==> src/rtl/update_neighbor_table_if.sv <==
// Report handshake plus shared-memory bus for the neighbor-table writer.
interface update_neighbor_table_if #(
  parameter int WORD_WIDTH = 16,
  parameter int ADDR_WIDTH = 11
);
  logic                  rpt_valid;
  logic [WORD_WIDTH-1:0] rpt_id;
  logic [WORD_WIDTH-1:0] rpt_q;
  logic                  rpt_ready;
  logic [ADDR_WIDTH-1:0] address;
  logic [WORD_WIDTH-1:0] data_in;
  logic [WORD_WIDTH-1:0] data_out;
  logic                  wr_en;
  logic                  done;
  logic                  dropped;

  modport master (
    output rpt_valid, rpt_id, rpt_q, data_in,
    input  rpt_ready, address, data_out, wr_en, done, dropped
  );

  modport slave (
    input  rpt_valid, rpt_id, rpt_q, data_in,
    output rpt_ready, address, data_out, wr_en, done, dropped
  );
endinterface

==> src/rtl/update_neighbor_table.sv <==
// Neighbor-table writer: updates a matching entry in place or appends a new one.
// Optional KEEP_MIN_EN: a match only overwrites when the reported Q is smaller.
module update_neighbor_table #(
  parameter int          WORD_WIDTH    = 16,
  parameter int          MAX_NEIGHBORS = 32,
  parameter logic [10:0] COUNT_ADDR    = 11'h68A,
  parameter logic [10:0] ID_BASE       = 11'h148,
  parameter logic [10:0] QVAL_BASE     = 11'h1C8
) (
  input  logic                   clock,
  input  logic                   nrst,
  update_neighbor_table_if.slave bus
);
  localparam int AW = 11;
  localparam int CW = $clog2(MAX_NEIGHBORS + 1);
  localparam logic [CW-1:0] MAX_CNT = CW'(MAX_NEIGHBORS);

`ifdef KEEP_MIN_EN
  typedef enum logic [3:0] {
    S_IDLE, S_RD_CNT, S_SCAN, S_APPEND, S_WR_Q, S_WR_CNT, S_DONE, S_RD_Q, S_CMP_Q
  } state_t;
`else
  typedef enum logic [3:0] {
    S_IDLE, S_RD_CNT, S_SCAN, S_APPEND, S_WR_Q, S_WR_CNT, S_DONE
  } state_t;
`endif

  state_t                r_state, w_state_nxt;
  logic [AW-1:0]         r_address, w_address_nxt;
  logic [WORD_WIDTH-1:0] r_data_out, w_data_out_nxt;
  logic [WORD_WIDTH-1:0] r_id, w_id_nxt;
  logic [WORD_WIDTH-1:0] r_q, w_q_nxt;
  logic                  r_wr_en, w_wr_en_nxt;
  logic                  r_dropped, w_dropped_nxt;
  logic                  r_new, w_new_nxt;
  logic [CW-1:0]         r_cnt, w_cnt_nxt;
  logic [CW-1:0]         r_idx, w_idx_nxt;
  logic [CW-1:0]         w_cnt_rd;
  logic [CW-1:0]         w_idx_inc;

  function automatic logic [AW-1:0] entry_addr(input logic [AW-1:0] base,
                                               input logic [CW-1:0] i);
    return base + AW'({i, 1'b0});
  endfunction

  always_ff @(posedge clock) begin
    if (!nrst) begin
      r_state    <= S_IDLE;
      r_address  <= COUNT_ADDR;
      r_data_out <= '0;
      r_wr_en    <= 1'b0;
      r_dropped  <= 1'b0;
      r_new      <= 1'b0;
      r_id       <= '0;
      r_q        <= '0;
      r_cnt      <= '0;
      r_idx      <= '0;
    end else begin
      r_state    <= w_state_nxt;
      r_address  <= w_address_nxt;
      r_data_out <= w_data_out_nxt;
      r_wr_en    <= w_wr_en_nxt;
      r_dropped  <= w_dropped_nxt;
      r_new      <= w_new_nxt;
      r_id       <= w_id_nxt;
      r_q        <= w_q_nxt;
      r_cnt      <= w_cnt_nxt;
      r_idx      <= w_idx_nxt;
    end
  end

  always_comb begin
    w_state_nxt    = r_state;
    w_address_nxt  = r_address;
    w_data_out_nxt = r_data_out;
    w_wr_en_nxt    = 1'b0;
    w_dropped_nxt  = r_dropped;
    w_new_nxt      = r_new;
    w_id_nxt       = r_id;
    w_q_nxt        = r_q;
    w_cnt_nxt      = r_cnt;
    w_idx_nxt      = r_idx;
    w_idx_inc      = r_idx + CW'(1);
    // A corrupt count word larger than the capacity is treated as a full table.
    w_cnt_rd       = (bus.data_in > WORD_WIDTH'(MAX_NEIGHBORS)) ? MAX_CNT
                                                                 : bus.data_in[CW-1:0];
    case (r_state)
      S_IDLE: begin
        if (bus.rpt_valid) begin
          w_id_nxt      = bus.rpt_id;
          w_q_nxt       = bus.rpt_q;
          w_address_nxt = COUNT_ADDR;
          w_dropped_nxt = 1'b0;
          w_state_nxt   = S_RD_CNT;
        end
      end
      S_RD_CNT: begin
        w_cnt_nxt = w_cnt_rd;
        w_idx_nxt = '0;
        if (w_cnt_rd == '0) begin
          w_state_nxt = S_APPEND;
        end else begin
          w_address_nxt = ID_BASE;
          w_state_nxt   = S_SCAN;
        end
      end
      S_SCAN: begin
        if (bus.data_in == r_id) begin
          w_new_nxt = 1'b0;
`ifdef KEEP_MIN_EN
          w_state_nxt = S_RD_Q;
`else
          w_state_nxt = S_WR_Q;
`endif
        end else if (w_idx_inc == r_cnt) begin
          w_state_nxt = S_APPEND;
        end else begin
          w_idx_nxt     = w_idx_inc;
          w_address_nxt = entry_addr(ID_BASE, w_idx_inc);
        end
      end
      S_APPEND: begin
        if (r_cnt == MAX_CNT) begin
          w_dropped_nxt = 1'b1;
          w_state_nxt   = S_DONE;
        end else begin
          w_address_nxt  = entry_addr(ID_BASE, r_cnt);
          w_data_out_nxt = r_id;
          w_wr_en_nxt    = 1'b1;
          w_idx_nxt      = r_cnt;
          w_new_nxt      = 1'b1;
          w_state_nxt    = S_WR_Q;
        end
      end
      S_WR_Q: begin
        w_address_nxt  = entry_addr(QVAL_BASE, r_idx);
        w_data_out_nxt = r_q;
        w_wr_en_nxt    = 1'b1;
        w_state_nxt    = r_new ? S_WR_CNT : S_DONE;
      end
      S_WR_CNT: begin
        // Count goes out last so readers never see an entry before its data.
        w_address_nxt  = COUNT_ADDR;
        w_data_out_nxt = WORD_WIDTH'(r_cnt + CW'(1));
        w_wr_en_nxt    = 1'b1;
        w_state_nxt    = S_DONE;
      end
      S_DONE: begin
        w_state_nxt = S_IDLE;
      end
`ifdef KEEP_MIN_EN
      S_RD_Q: begin
        w_address_nxt = entry_addr(QVAL_BASE, r_idx);
        w_state_nxt   = S_CMP_Q;
      end
      S_CMP_Q: begin
        w_state_nxt = (r_q < bus.data_in) ? S_WR_Q : S_DONE;
      end
`endif
      default: begin
        w_state_nxt = S_IDLE;
      end
    endcase
  end

  assign bus.rpt_ready = (r_state == S_IDLE);
  assign bus.done      = (r_state == S_DONE);
  assign bus.address   = r_address;
  assign bus.data_out  = r_data_out;
  assign bus.wr_en     = r_wr_en;
  assign bus.dropped   = r_dropped;

endmodule

==> src/flat_wrapper.sv <==
// flat-port wrapper written by rule: the top's interface ports become plain ports
module update_neighbor_table_flat 
#(
  parameter int          WORD_WIDTH    = 16,
  parameter int          MAX_NEIGHBORS = 32,
  parameter logic [10:0] COUNT_ADDR    = 11'h68A,
  parameter logic [10:0] ID_BASE       = 11'h148,
  parameter logic [10:0] QVAL_BASE     = 11'h1C8
)
  (clock, nrst, bus_rpt_valid, bus_rpt_id, bus_rpt_q, bus_data_in, bus_rpt_ready, bus_address, bus_data_out, bus_wr_en, bus_done, bus_dropped);
  update_neighbor_table_if #(.WORD_WIDTH(WORD_WIDTH)) bus_i ();
  input  logic clock;
  input  logic nrst;
  input wire logic [$bits(bus_i.rpt_valid)-1:0] bus_rpt_valid;
  input wire logic [$bits(bus_i.rpt_id)-1:0] bus_rpt_id;
  input wire logic [$bits(bus_i.rpt_q)-1:0] bus_rpt_q;
  input wire logic [$bits(bus_i.data_in)-1:0] bus_data_in;
  output wire logic [$bits(bus_i.rpt_ready)-1:0] bus_rpt_ready;
  output wire logic [$bits(bus_i.address)-1:0] bus_address;
  output wire logic [$bits(bus_i.data_out)-1:0] bus_data_out;
  output wire logic [$bits(bus_i.wr_en)-1:0] bus_wr_en;
  output wire logic [$bits(bus_i.done)-1:0] bus_done;
  output wire logic [$bits(bus_i.dropped)-1:0] bus_dropped;
  assign bus_i.rpt_valid = bus_rpt_valid;
  assign bus_i.rpt_id = bus_rpt_id;
  assign bus_i.rpt_q = bus_rpt_q;
  assign bus_i.data_in = bus_data_in;
  assign bus_rpt_ready = bus_i.rpt_ready;
  assign bus_address = bus_i.address;
  assign bus_data_out = bus_i.data_out;
  assign bus_wr_en = bus_i.wr_en;
  assign bus_done = bus_i.done;
  assign bus_dropped = bus_i.dropped;
  update_neighbor_table #(.WORD_WIDTH(WORD_WIDTH), .MAX_NEIGHBORS(MAX_NEIGHBORS), .COUNT_ADDR(COUNT_ADDR), .ID_BASE(ID_BASE), .QVAL_BASE(QVAL_BASE)) u_core (.clock(clock), .nrst(nrst), .bus(bus_i));
endmodule
==> config.mk <==
export PLATFORM = sky130hd
export DESIGN_NAME = update_neighbor_table_flat
export DESIGN_NICKNAME = d
export VERILOG_FILES = /design/src/rtl/update_neighbor_table_if.sv /design/src/rtl/update_neighbor_table.sv /design/src/flat_wrapper.sv
export SDC_FILE = /design/constraint.sdc
export NUM_CORES = 1
export LEC_CHECK = 0
export CAP_MARGIN = 20
export CELL_PAD_IN_SITES_DETAIL_PLACEMENT = 2
export CELL_PAD_IN_SITES_GLOBAL_PLACEMENT = 2
export CORE_ASPECT_RATIO = 1.25
export CORE_MARGIN = 3
export CORE_UTILIZATION = 31
export CTS_BUF_LIST = sky130_fd_sc_hd__clkbuf_4
export DETAILED_ROUTE_END_ITERATION = 7
export PLACE_DENSITY_LB_ADDON = 0.1
export SYNTH_ARGS = -nofsm -noshare
export SYNTH_HDL_FRONTEND = slang
export SYNTH_SLANG_ARGS = --single-unit
export TNS_END_PERCENT = 1
==> constraint.sdc <==
create_clock -name clock -period 3.4 [get_ports clock]
set_clock_uncertainty 0.2 [all_clocks]
set_input_delay 0.51 -clock clock [delete_from_list [all_inputs] [get_ports clock]]
set_output_delay 0.51 -clock clock [all_outputs]
set_load 0.005 [all_outputs]
-- Word-level counts from Yosys, hierarchy flattened
Cells that the tools add are included.
- register bits after elaboration: 78
- bits of input ports: 51
- output and inout bits: 31
- logic and storage cells: 76
- $add $sub $neg: 5
- order comparisons: 1
- equal/unequal tests: 17
- muxes and demuxes: 28
- reductions and logical operators: 15
- operators by type and width (operator ; number):
    case mux 11 bit (6 select lines) ; 1
    two-way mux 11 bit ; 5
    case mux 16 bit (3 select lines) ; 1
    adder 9 x 7 -> 10 bit, first input constant ; 3
    two-way mux 6 bit ; 4
    case mux 4 bit (6 select lines) ; 1
    case mux 6 bit (3 select lines) ; 1
    == test 16 bit ; 1
    greater-than comparator 16 x 6 -> 1 bit, second input constant ; 1
    two-way mux 16 bit ; 1
    == test 4 x 3 -> 1 bit, second input constant ; 3
    two-way mux 4 bit ; 3
    inequality test 2 bit, second input constant ; 5
    == test 4 x 2 -> 1 bit, second input constant ; 2
    adder 6 x 1 -> 7 bit, second input constant ; 1
    adder 6 x 1 -> 6 bit, second input constant ; 1
    == test 6 bit ; 1
    == test 6 bit, second input constant ; 1
    zero test 6 bit ; 1
    two-way mux 1 bit ; 6
    case mux 1 bit (2 select lines) ; 3
    AND reduction 2 bit ; 3
    AND reduction 3 bit ; 2
    AND reduction 6 bit ; 1
    10 further kinds ; 14

-- Longest topological paths before layout
- depth after elaboration: 5
- depth in mapped cells: 10
- mapped depth without buffers: 9

-- Least setup slack after synthesis
No wires, ideal clock.
- path kind: reg2reg
- from: register u_core.r_idx[1]
- to: register u_core.r_idx[1]
- setup time: 0.123 ns
- arrival: 2.078 ns
- required time: 3.077 ns
- path slack: 0.999 ns
- cell stages (with the launch flop): 9
- buffers on the path: 1
- period minus slack after synthesis: 2.401 ns
- cell sequence: dfxtp_1 > ha_1 > clkbuf_1 > xor3_1 > nor3_1 > nand4b_1 > o21ai_1 > a21boi_2 > mux2_1
- cells in the longest elaborated chain, start to end: 4
- elaborated cells between the ends (all ways): 7
- classes of those cells: add/sub (1); eq/ne (2); mux (3); reduce/logical (1)
- RTL lines (element ; RTL line ; text):
    start, declared ; update_neighbor_table.sv:37 ; logic [CW-1:0] r_idx, w_idx_nxt;
    start signal, assigned ; update_neighbor_table.sv:68 ; r_idx <= w_idx_nxt;
    adder 6 x 1 -> 6 bit * ; update_neighbor_table.sv:83 ; w_idx_inc = r_idx + CW'(1);
    == test 6 bit / two-way mux 6 bit (equally long branches) ; update_neighbor_table.sv:115 ; end else if (w_idx_inc == r_cnt) begin
    inequality test 2 bit (no source line) / two-way mux 6 bit (equally long branches) ; n/a ;
    AND reduction 4 bit (no source line) / case mux 6 bit (3 select lines) (equally long branches) ; n/a ;
Mark *: on every way between the ends. The rest lies on a longest branch, timed or not. The select of a mux whose other input is x is not followed.
A chain may end at the register's enable or synchronous reset.

-- Worst setup path after layout
- from: register u_core.r_state[2]
- to: output bus_done
- cells in the longest elaborated chain, start to end: 1
- RTL lines (element ; RTL line ; text):
    start, declared ; update_neighbor_table.sv:28 ; state_t r_state, w_state_nxt;
    start signal, assigned ; update_neighbor_table.sv:59 ; r_state <= w_state_nxt;
    == test 4 x 3 -> 1 bit ; update_neighbor_table.sv:167 ; assign bus.done = (r_state == S_DONE);
    end, declared ; flat_wrapper.sv:22 ; output wire logic [$bits(bus_i.done)-1:0] bus_done;
Every way passes these cells.

==> results.toml <==
[worst_hold_path]
holdPathStages = 2
hold_path.startpoint = "u_core.r_q[13]"
hold_end = "u_core.r_q[13]"
hold_class = "reg -> reg"

[cts]
post_cts_resized = 0
clk_pin_slew_ps = 130
cts_buffers = 9
h-tree-depth = 3
cts_buffer_depth = 2
insertion_delay_ps = 440
hold_buffers = 0
cts_tree = "built"
post_cts_buffers = 0
root_buffer = "clkbuf_4"
clkSinkCount = 76

[synth]
synth_edf_count = 0
postSynth.asyncResetShare_pct = 0
synth_cells = 503
ys_seq_elements = 76
synth_cell_types = 63
syn_avg_cell_area_um2 = 8.146
synth_top_flop_cell = "dfxtp_1"
ys_seq_area_share_pct = 37.13
synth-warning-count = 0
syn_area_um2 = 4098
syn_nets = 559

[power]
ir_worst_vdd_mv = 0.1918
power.leakage_nw = 1.979
power_density_nw_per_um2 = 615.3

[detailed_routing]
routed_wl_mm = 14.80
drt-initial-drc-count = 79
viasPerCell = 5.315
first_pass_iters = 4
wl_per_cell_um = 19.95
drc = 0
ant_nets = 0
vias = 3944

[setup_path]
critPathMaxFanout = 17
r2r-start = "u_core.r_idx[2]"
endpoint_kind = "output port"
crit_chain = "inv_1, nor3_1, clkdlybuf4s50_1"
worstPathRequired_ps = 2690
r2r_end = "u_core.r_idx[1]"
path_buf_inv = 2
cp_slowest_cell = "dfxtp_1"
r2r_cells = 6
arrival_ps = 2140
critical-path-top-delay-family = "buffers and inverters"
worstSetupPathType = "reg -> out"
slowest_delay_ps = 720
start_kind = "flip-flop"
worst-r2r-setup-slack_ps = 580
cp.depth = 3

[timing]
finalSetupViolations = 0
slew_violations = 0
setup_tns_ps = 0
hold_viol = 0
rsz0062_at_grt = "no"
min_period_over_period_pct = 83.94
fmax_mhz = 350.4
fin_ws_ps = 546.0
period_needed_ps = 2854
worst_pin_slew_ps = 713.4
slew_headroom_pct = 51.94
holdWs_ps = 268.8

[place]
dp_hpwl_mm = 11.31
place_congestion = 0.8145
pre_cts_ws_ps = 337.8
placed_area_um2 = 5024
dp_cells = 726
port_buffers = 80

[floorplanning]
rows = 46
die_h_um = 134.5
core_um2 = 12830
die-width_um = 108.8
start_util_pct = 31.93
ios = 82
die_area_um2 = 14640

[grt]
grt_start_max_net_pins = 34
antenna_found_initial = 0
grt_pass1_vias = 4344
grt_util_all_layers_pct = 20.85
gr-total-overflow = 0
grt_pass1_wl_mm = 23.40

[layout]
ff_latch_area_um2 = 1521
antenna_cells = 0
multi_input_area_um2 = 2337
final_common_cell = "nand2_1"
final_cells = 742
fin_nets = 625
final_cell_mix = "nand2_1 (93), clkdlybuf4s50_1 (80), dfxtp_1 (76)"
fillers = 1448
stdcell_area_um2 = 5159
area_delta_synth_final_pct = 25.89
drive_gt1_share_pct = 7.491

[flow_run]
drv_cap = 0

[run_status]
outcome = "finished, final reports clean"
[sequential cells by signal, indices dropped and copies added, names as in the netlist]
signal	flops
u_core.r_idx	6
u_core.r_id	16
u_core.r_state	3
u_core.bus.address	10
u_core.bus.dropped	1
u_core.bus.wr_en	1
u_core.r_cnt	6
u_core.bus.data_out	16
u_core.r_q	16
u_core.r_new	1
[cells by family (layout without fill, tap and decap cells)]
logic type / after synthesis / after routing / share of synthesized area [%]
AO/OA/AOI/OAI: 135 / 135 / 21.19
XOR/XNOR: 32 / 32 / 7.756
adder cells (fa/ha/maj): 5 / 5 / 1.527
buffers and inverters: 50 / 121 / 5.832
flip-flops: 76 / 76 / 37.13
multiplexers: 21 / 21 / 5.160
other: 1 / 1 / 0.09152
AND/OR/NAND/NOR: 183 / 183 / 21.31
[metal layers]
layer / track usage (%) / wire (um) / vias up
met5: 0 / 0 / -
met4: 7.228 / 376 / 0
met3: 4.209 / 485 / 29
met2: 39.86 / 8342 / 72
met1: 22.24 / 5597 / 1947
li1: - / - / 1896
[worst max-delay path by stage]
stage / from / to / slack, ps
2_1_floorplan: u_core.r_idx[1] / u_core.r_idx[1] / 1000
3_3_place_gp: bus_data_in[14] / u_core.bus.address[1] / 410
3_5_place_dp: bus_data_in[14] / u_core.bus.address[1] / 340
4_1_cts: u_core.r_state[2] / bus_done / 510
5_1_grt: u_core.r_state[1] / bus_done / 340
6_report: u_core.r_state[2] / bus_done / 550
[cell type report]
class / count / share of cell area (%)
sequential: 76 / 29.49
timing repair buffer: 96 / 17.85
clock buffer: 9 / 1.310
multi-input combinational: 377 / 45.31
tap: 168 / 4.075
clock inverter: 7 / 1.310
inverter: 9 / 0.6549
[synthesized netlist by cell type (all sizes together) (13+ instances only)]
| cell type | number | area [um2] |
|---|---|---|
| a211oi | 22 | 165.2 |
| nand2 | 95 | 366.6 |
| nand3 | 14 | 75.07 |
| o21ai | 14 | 70.07 |
| mux2i | 20 | 200.2 |
| nor3 | 13 | 65.06 |
| xor2 | 22 | 192.7 |
| a21oi | 64 | 320.3 |
| clkbuf | 23 | 87.58 |
| dfxtp | 76 | 1521 |
| buf | 18 | 117.6 |
| nor2 | 25 | 93.84 |
[where the power goes]
group	leakage [nW]	switching [mW]	internal, mW
sequential	0.620	0.169	1.06
combinational	1.29	0.799	0.579
clock	0.0693	0.348	0.220
total	1.98	1.32	1.86
[worst min-delay path: stages, from the launching register on]
cell and delay (ps):
dfxtp_1 340, nand2_1 50, a21oi_1 50
[per-stage QoR]
| stage | util (%) | power [mW] |
|---|---|---|
| CTS | 40.19 | 3.227 |
| floorplan | - | 2.075 |
| detailed placement | 39.14 | 2.652 |
| global route | 40.19 | 3.419 |
| global placement | 39.14 | 2.593 |
| finish | 40.19 | 3.174 |
Power figures use the tool's default switching activity.
